**src/rtl/tx_serializer_10b.sv**
```systemverilog
`timescale 1ns/1ps
// tx_serializer_10b
// Serialises 10-bit 8b/10b symbols onto the line, one bit per clock.
// Each slot is exactly ten cycles long. The slot carries the symbol waiting
// in a single-entry holding register or, if nothing is waiting, a K28.5 comma.
// The comma variant is chosen from the running disparity of the transmitted
// stream.
module tx_serializer_10b #(
   parameter logic [9:0] COMMA_NEG = 10'b0011111010,
   parameter logic [9:0] COMMA_POS = 10'b1100000101,
   parameter bit         MSB_FIRST = 1'b1
) (
   input  logic       clk,
   input  logic       rst,
   input  logic [9:0] sym_in,
   input  logic       sym_valid,
   output logic       sym_ready,
   output logic       tx_serial,
   output logic       tx_sym_start,
   output logic       idle_active,
   output logic       rd_pos,
   output logic       sym_err
);

   logic [9:0] shreg;
   logic [3:0] bit_cnt;
   logic [9:0] hold;
   logic       hold_full;
   logic       rd;

   logic       boundary;
   logic       accept;
   logic [9:0] load_sym;
   logic [3:0] load_ones;
   logic       rd_next;
   logic       load_bad;

   function automatic logic [3:0] ones_count(input logic [9:0] v);
      logic [3:0] n;
      n = 4'd0;
      for (int i = 0; i < 10; i++) begin
         n = n + {3'b000, v[i]};
      end
      return n;
   endfunction

   assign boundary  = (bit_cnt == 4'd9);
   assign sym_ready = ~hold_full;
   assign accept    = sym_valid & sym_ready;
   assign load_sym  = hold_full ? hold : (rd ? COMMA_POS : COMMA_NEG);
   assign load_ones = ones_count(load_sym);
   assign tx_serial = MSB_FIRST ? shreg[9] : shreg[0];
   assign rd_pos    = rd;

   // Classify the symbol being loaded: 6 ones flips disparity positive, 4 negative, 5 keeps it, anything else is illegal
   always_comb begin
      rd_next  = rd;
      load_bad = 1'b0;
      case (load_ones)
         4'd6:    rd_next = 1'b1;
         4'd4:    rd_next = 1'b0;
         4'd5:    rd_next = rd;
         default: load_bad = 1'b1;
      endcase
   end

   // Slot timing and shifting: load a fresh symbol at the boundary, otherwise move one bit toward the output end
   always_ff @(posedge clk or posedge rst) begin
      if (rst) begin
         shreg        <= 10'd0;
         bit_cnt      <= 4'd9;
         tx_sym_start <= 1'b0;
      end else if (boundary) begin
         shreg        <= load_sym;
         bit_cnt      <= 4'd0;
         tx_sym_start <= 1'b1;
      end else begin
         if (MSB_FIRST) begin
            shreg <= {shreg[8:0], 1'b0};
         end else begin
            shreg <= {1'b0, shreg[9:1]};
         end
         bit_cnt      <= bit_cnt + 4'd1;
         tx_sym_start <= 1'b0;
      end
   end

   // Holding register: a boundary with a full hold drains it (ready is low so no write can collide), otherwise a handshake fills it
   always_ff @(posedge clk or posedge rst) begin
      if (rst) begin
         hold      <= 10'd0;
         hold_full <= 1'b0;
      end else if (boundary && hold_full) begin
         hold_full <= 1'b0;
      end else if (accept) begin
         hold      <= sym_in;
         hold_full <= 1'b1;
      end
   end

   // Slot status: disparity, idle flag and illegal-symbol pulse all change on the load edge only
   always_ff @(posedge clk or posedge rst) begin
      if (rst) begin
         rd          <= 1'b0;
         idle_active <= 1'b0;
         sym_err     <= 1'b0;
      end else if (boundary) begin
         rd          <= rd_next;
         idle_active <= ~hold_full;
         sym_err     <= hold_full & load_bad;
      end else begin
         sym_err     <= 1'b0;
      end
   end

endmodule

```
**config.mk**
```make
export PLATFORM = sky130hd
export DESIGN_NAME = tx_serializer_10b
export DESIGN_NICKNAME = d
export VERILOG_FILES = /design/src/rtl/tx_serializer_10b.sv
export SDC_FILE = /design/constraint.sdc
export NUM_CORES = 1
export LEC_CHECK = 0
export CAP_MARGIN = 10
export CORE_MARGIN = 1
export CORE_UTILIZATION = 45
export CTS_BUF_LIST = sky130_fd_sc_hd__clkbuf_4
export DETAILED_ROUTE_END_ITERATION = 10
export DONT_BUFFER_PORTS = 1
export GPL_TIMING_DRIVEN = 0
export PLACE_DENSITY = 0.74
export RECOVER_POWER = 100
export SYNTH_ARGS = -nofsm -noshare
export SYNTH_HDL_FRONTEND = slang
export SYNTH_SLANG_ARGS = --single-unit
```
**constraint.sdc**
```tcl
create_clock -name clk -period 3.5 [get_ports clk]
set_input_delay 0.175 -clock clk [delete_from_list [all_inputs] [get_ports clk]]
set_output_delay 0.175 -clock clk [all_outputs]
set_load 0.03 [all_outputs]
```
==> metrics, run 1 <==
pre-CTS setup slack=-0.189 ns; Max Buffers Root-to-Sink=2; clock sink total=29; I/O Buffers=0; library cells used by synthesis=23; DRC viols=2; hpwl dp=approximately 1700 µm; worst relative slew slack=0.137; Reg clk slew, reported paths=about 0.09 ns; Overflow after GRT=0; clk_lat worst skew=between 0.3 and 0.4 ns; GPL Wtd Cong=0.799; Routed WL=between 2000 and 3000 µm; Worst R2R Setup Slack=-0.16 ns; status=finished with violations; final setup fails=2; die footprint=0.00325 mm²; Setup Skew=0.00731 ns; most frequent cells in the layout=dfrtp_1, nand2_1, dlygate4sd3_1; Fmax=about 270 MHz; die boundary height=~57 µm; setup TNS=-0.240 ns; core area=approximately 0.0028 mm²; post-synthesis sequential area ratio=0.534; initial antenna violation count=0; Final Hold Viols=0; commonest non-fill, non-tap cell in the layout=dfrtp_1; Antenna Nets Post-Route=0; WP data arrival=between 3 and 4 ns; Final Critical Period=~3.7 ns; Worst setup SP type=flop; final non-filler cell total=166; failing checks=DRC, setup timing; initial detailed-routing violation count=27; WS Path Type=flop to flop; Power Total=1080 µW; MaxCap Viol Count=0; Initial Util=0.486; dpl cells=143; CTS tree=done; routed vias=about 900; I/O pins=19; RSZ-0062 raised after global routing=true; first-pass GRT wire length=4280 µm; synthesized area=0.00136 mm²; CTS buffer count=5; cell row count=19; static leakage=between 0.0007 and 0.0008 µW; total track usage=0.180; yosys warns=0; worst-path fanout max=5; measured slew at the worst slew-check pin=between 1 and 1.5 ns; power per cell area=647 mW/mm²; Root Driver=clkbuf_4; Critical Path Sink Type=flop; vias in the first global route=904; CTS HTree Levels=2; Final period util=1.04; HP Class=input pin to async pin; Post-Syn Nets=approximately 130; Post-Syn Instances=roughly 110; final worst setup slack=-0.156 ns; share of cells above drive strength 1=0.311; peak supply drop=slightly above 0.3 mV; Worst Path Required=3.71 ns; average wire per standard cell=15.7 µm; Final Max Slew Viols=0; synthesized flop and latch total=29; largest net degree at the start of global routing=30; DR vias/cell=between 5 and 6; die extent in x=between 50 and 60 µm; Net count, final=~160; diode count=0; synthesis-to-finish area growth=22.6%; Initial DRT Pass Iterations=7; syn_area_per_cell=12.2 µm²
-- cell type report --
type | instances | area [µm²]
fillers | 219 | 1130
flip-flops and latches | 29 | 729
multi-input cells | 70 | 643
repair buffers | 15 | 139
clock buffers | 8 | 60.1
inverters | 10 | 40.0
well taps | 31 | 38.8
plain buffers | 3 | 21.3
-- worst paths after layout --
path | startpoint | cells past startpoint | to
max in group asynchronous | rst | 3 | rd_pos
setup / recovery | rd_pos | 13 | rd_pos
setup reg to reg | rd_pos | 13 | rd_pos
hold reg to reg | shreg[2] | 2 | shreg[3]
min in group clk | sym_valid | 3 | hold[5]
hold / removal | rst | 2 | hold[9]
-- repair_timing --
action / in CTS / in global routing
endpoints found under the setup margin: 2 / 2
buffers inserted: 0 / 2
resized for setup: 3 / 4
hold buffers: 11 / 1
cloned: 0 / 0
pin swaps: 2 / 1
endpoints found under the hold margin: 11 / 27
-- through the flow --
stage / utilization / instance area (µm²) / hold WS (ns)
global placement: 0.517 / 1450 / 0.296
floorplan: - / 1410 / 0.252
CTS: 0.579 / 1620 / 0.0370
detailed placement: 0.517 / 1450 / 0.298
finish: 0.596 / 1670 / 0.191
global route: 0.596 / 1670 / 0.202
-- logic make-up after synthesis --
logic type      Yosys count  share of synthesized area
flops                    29                      0.534
compound gates           25                      0.107
simple gates             23                     0.0917
buf+inv                  13                     0.0385
mux                      13                      0.116
fa+ha+maj                 8                      0.106
xor+xnor                  1                    0.00642
-- per-layer routing --
| layer | routed length (µm) | GRT usage | vias to the layer above |
|---|---|---|---|
| met3 | 114 | 0.0476 | 10 |
| met4 | 70 | 0.108 | 0 |
| met5 | 0 | 0 | - |
| li1 | - | - | 423 |
| met1 | 1110 | 0.243 | 444 |
| met2 | 1320 | 0.261 | 21 |
-- state kept, by name, indices dropped and copies added, names as in the netlist --
signal	flops
bit_cnt	4
hold	10
hold_full	1
idle_active	1
rd_pos	1
shreg	10
sym_err	1
tx_sym_start	1
-- report_power, final --
part	switching, µW	leakage [µW]	total, µW	internal [µW]
Clock	110	0.0000368	213	103
Combinational	222	0.000367	453	231
Sequential	46.7	0.000365	415	369
Total	378	0.000769	1080	703
-- critical path, stage by stage, from the launching register on --
cell	delay, ns
dfrtp_2	0.56
nor2b_4	0.27
a21oi_4	0.05
fa_1	0.47
fa_1	0.55
inv_1	0.05
fa_1	0.49
ha_2	0.17
inv_1	0.05
fa_2	0.33
nor3b_1	0.14
a22o_1	0.22
a21oi_2	0.13
a31oi_1	0.05
-- synth_stat cells --
library cell	number	area, µm²
fa_1	6	120
nand4bb_4	1	27.5
mux2_2	10	113
nand3_1	1	5.00
o21a_1	4	30.0
o21ai_0	10	50.1
inv_1	9	33.8
buf_2	3	15.0
a31oi_1	1	6.26
nor2_1	3	11.3
a21o_1	1	7.51
xnor2_1	1	8.76
dfrtp_1	27	676
a21oi_1	7	35.0
mux2_4	3	45.0
nand2b_1	2	12.5
nand2_1	13	48.8
nor2b_1	2	12.5
ha_1	2	25.0
inv_2	1	3.75
nor3b_1	1	7.51
dfstp_2	2	52.6
a22o_1	2	17.5
Power figures use the tool's default switching activity.
==> inputs of run 2 (changes only) <==
Settings changed: CAP_MARGIN 10 to not set, CELL_PAD_IN_SITES_DETAIL_PLACEMENT set to 0, CELL_PAD_IN_SITES_GLOBAL_PLACEMENT set to 1, PLACE_DENSITY 0.74 to 0.86.
==> run 2 against run 1 <==
  * The run still ends with DRC, setup timing left
  * Combinational power down 13%
  * Via count decreased by 3.6%
  * Sequential power barely moved
  * Clock-buffer cell count down 2
  * Sequential share of layout area increased by 1.5 points
  * First-iteration DRC count did not move
  * Final area decreased by 3.4%
  * Maximum frequency grew 0.66%
  * Non-clock buffer count down 4
  * Critical endpoint unchanged
==> metrics, run 2 (synthesized netlist as in run 1, its figures left out) <==
DRC viols=2 (unchanged); CP Buf/Inv Count=2 (unchanged); Routed WL=2380 µm (-8.8%); DP Area=0.00145 mm² (unchanged); Worst Path Required=3.71 ns (about the same); Worst setup SP type=flop; clock network fraction of design power=0.187 (-0.010); pre-CTS setup slack=-0.182 ns (+0.00684 ns); worst-path fanout max=5 (unchanged); MaxCap Viol Count=0 (unchanged); diode count=0 (unchanged); Reg clk slew, reported paths=0.08 ns (about the same); static leakage=0.000731 µW (-4.9%); net switching power figure=346 µW (-8.5%); I/O Buffers=0 (unchanged); Final Critical Period=3.63 ns (-0.0241 ns); final worst setup slack=-0.132 ns (+0.0241 ns); setup TNS=-0.192 ns (+0.0481 ns); cell row count=19 (unchanged); switching share of power=0.348 (-0.00220); GPL Wtd Cong=0.797 (-0.31%); register area=729 µm² (unchanged); total track usage=0.173 (-0.00652); clk_lat worst skew=0.32 ns (about the same); Cell Int Power=649 µW (-7.6%); Finished Cell Area=0.00162 mm² (-3.4%); Final Max Slew Viols=0 (unchanged); status=finished with violations; power per cell area=616 mW/mm² (-4.7%); CTS HTree Levels=2 (unchanged); die footprint=0.00325 mm² (unchanged); initial detailed-routing violation count=27 (unchanged); Root Driver=clkbuf_4; Max Buffers Root-to-Sink=2 (unchanged); clock sink total=29 (unchanged); worst relative slew slack=0.285 (+0.148); Final Hold Viols=0 (unchanged); R2R Path Start=rd_pos; Fmax=275 MHz (+0.66%); final non-filler cell total=161 (-3.0%); CTS tree=done; hpwl dp=1720 µm (+0.19%); r2r worst-path depth=13 (unchanged); most frequent cells in the layout=dfrtp_1, nand2_1, dlygate4sd3_1; crit path from=rd_pos; Worst R2R Setup Slack=-0.13 ns (+0.02 ns); final setup fails=2 (unchanged); Multi-input gate area=628 µm² (-2.3%); Comb power frac=0.396 (-0.023); Overflow after GRT=0 (unchanged); vias in the first global route=863 (-4.5%); Net count, final=151 (-2.6%); peak supply drop=0.321 mV (+4.0%); Crit path max-delay family=adder cells; DR vias/cell=5.38 (-0.57%); share of cells above drive strength 1=0.277 (-0.0342); first-pass GRT wire length=4050 µm (-5.5%); Antenna Nets Post-Route=0 (unchanged); Initial DRT Pass Iterations=7 (unchanged); core area=0.00281 mm² (unchanged); WS Path Type=flop to flop; HP Class=input pin to async pin; die boundary height=57.1 µm (unchanged); Critical R2R Capture=rd_pos; CTS buffer count=5 (unchanged); Slowest cell on crit path=dfrtp_2; synthesis-to-finish area growth=18.4%; failing checks=DRC, setup timing; die extent in x=57.1 µm (unchanged); Critical Path Sink Type=flop; Final period util=1.04 (-0.00689); I/O pins=19 (unchanged); measured slew at the worst slew-check pin=1.07 ns (-0.224 ns); biggest regs=hold: 10 flops, shreg: 10 flops, bit_cnt: 4 flops; WP data arrival=3.84 ns (-0.03 ns); average wire per standard cell=14.8 µm (-6.0%); filler cell count=250 (+14%); dpl cells=143 (unchanged); hold_ws=0.00280 ns (-0.188 ns); Setup Skew=0.00282 ns (-0.00449 ns); CP dominant cell by count=fa_1; worst stage delay on the critical path=0.56 ns (about the same); CP Cell Sequence=nor2b_4 > a21oi_4 > fa_1 > fa_1 > inv_1 > fa_1 > ha_2 > inv_1 > fa_2 > nor3b_1 > a22o_1 > a21oi_1 > a31oi_1; commonest non-fill, non-tap cell in the layout=dfrtp_1; Initial Util=0.486 (unchanged); largest net degree at the start of global routing=30 (unchanged); initial antenna violation count=0 (unchanged); routed vias=866 (-3.6%); Post-CTS Setup Bufs=0 (unchanged); Flop pwr share=0.417 (+0.033); RSZ-0062 raised after global routing=true
[run 2: changes by cell type in the layout (fill, tap and decap cells not counted), moves of 2 or more]
cell,before,now
a21oi_2,5,3
buf_4,2,0
mux2_1,0,2
dfstp_2,0,2
dfstp_1,2,0
mux2_4,3,1
clkbuf_4,8,6
a21oi_1,1,3
[run 2: timing repair]
| item | 4_1_cts | 5_1_grt |
|---|---|---|
| gates resized for setup | 3 | 2 |
| hold endpoints to repair | 11 | 0 |
| setup endpoints to repair | 2 | 2 |
| hold buffers | 11 | 0 |
| pin swaps | 2 | 0 |
[run 2: stage by stage]
step	power (µW)	utilization
after floorplan	732	-
after global placement	792	0.517
after detailed placement	809	0.517
after CTS	1010	0.576
after global routing	1090	0.576
final	995	0.576
[run 2: routing by layer]
layer,share of wire,track usage,up-vias
met5,0,0,-
met2,0.48,0.247,19
li1,-,-,417
met4,0.026,0.105,0
met3,0.036,0.0476,8
met1,0.46,0.236,422
[run 2: worst max-delay path by stage]
| stage | endpoint | slack, ns | depth (start not counted) |
|---|---|---|---|
| after floorplan | rd_pos | 0.02 | 13 |
| after global placement | rd_pos | -0.14 | 13 |
| after detailed placement | rd_pos | -0.18 | 13 |
| after CTS | rd_pos | -0.14 | 13 |
| after global routing | rd_pos | -0.29 | 13 |
| final | rd_pos | -0.13 | 13 |
[run 2: final cells by class]
class / count / area share
flip-flops and latches: 29 / 0.452
repair buffers: 11 / 0.0682
well taps: 31 / 0.0240
plain buffers: 3 / 0.0124
multi-input cells: 70 / 0.389
inverters: 10 / 0.0248
clock buffers: 6 / 0.0279
clock inverters: 1 / 0.00232
[run 2: power groups by stage]
| stage | Combinational, µW | Clock, µW | Sequential, µW |
|---|---|---|---|
| floorplan | 321 | 0 | 410 |
| global placement | 373 | 0 | 420 |
| detailed placement | 389 | 0 | 420 |
| CTS | 399 | 196 | 415 |
| global route | 461 | 206 | 418 |
| finish | 394 | 186 | 415 |
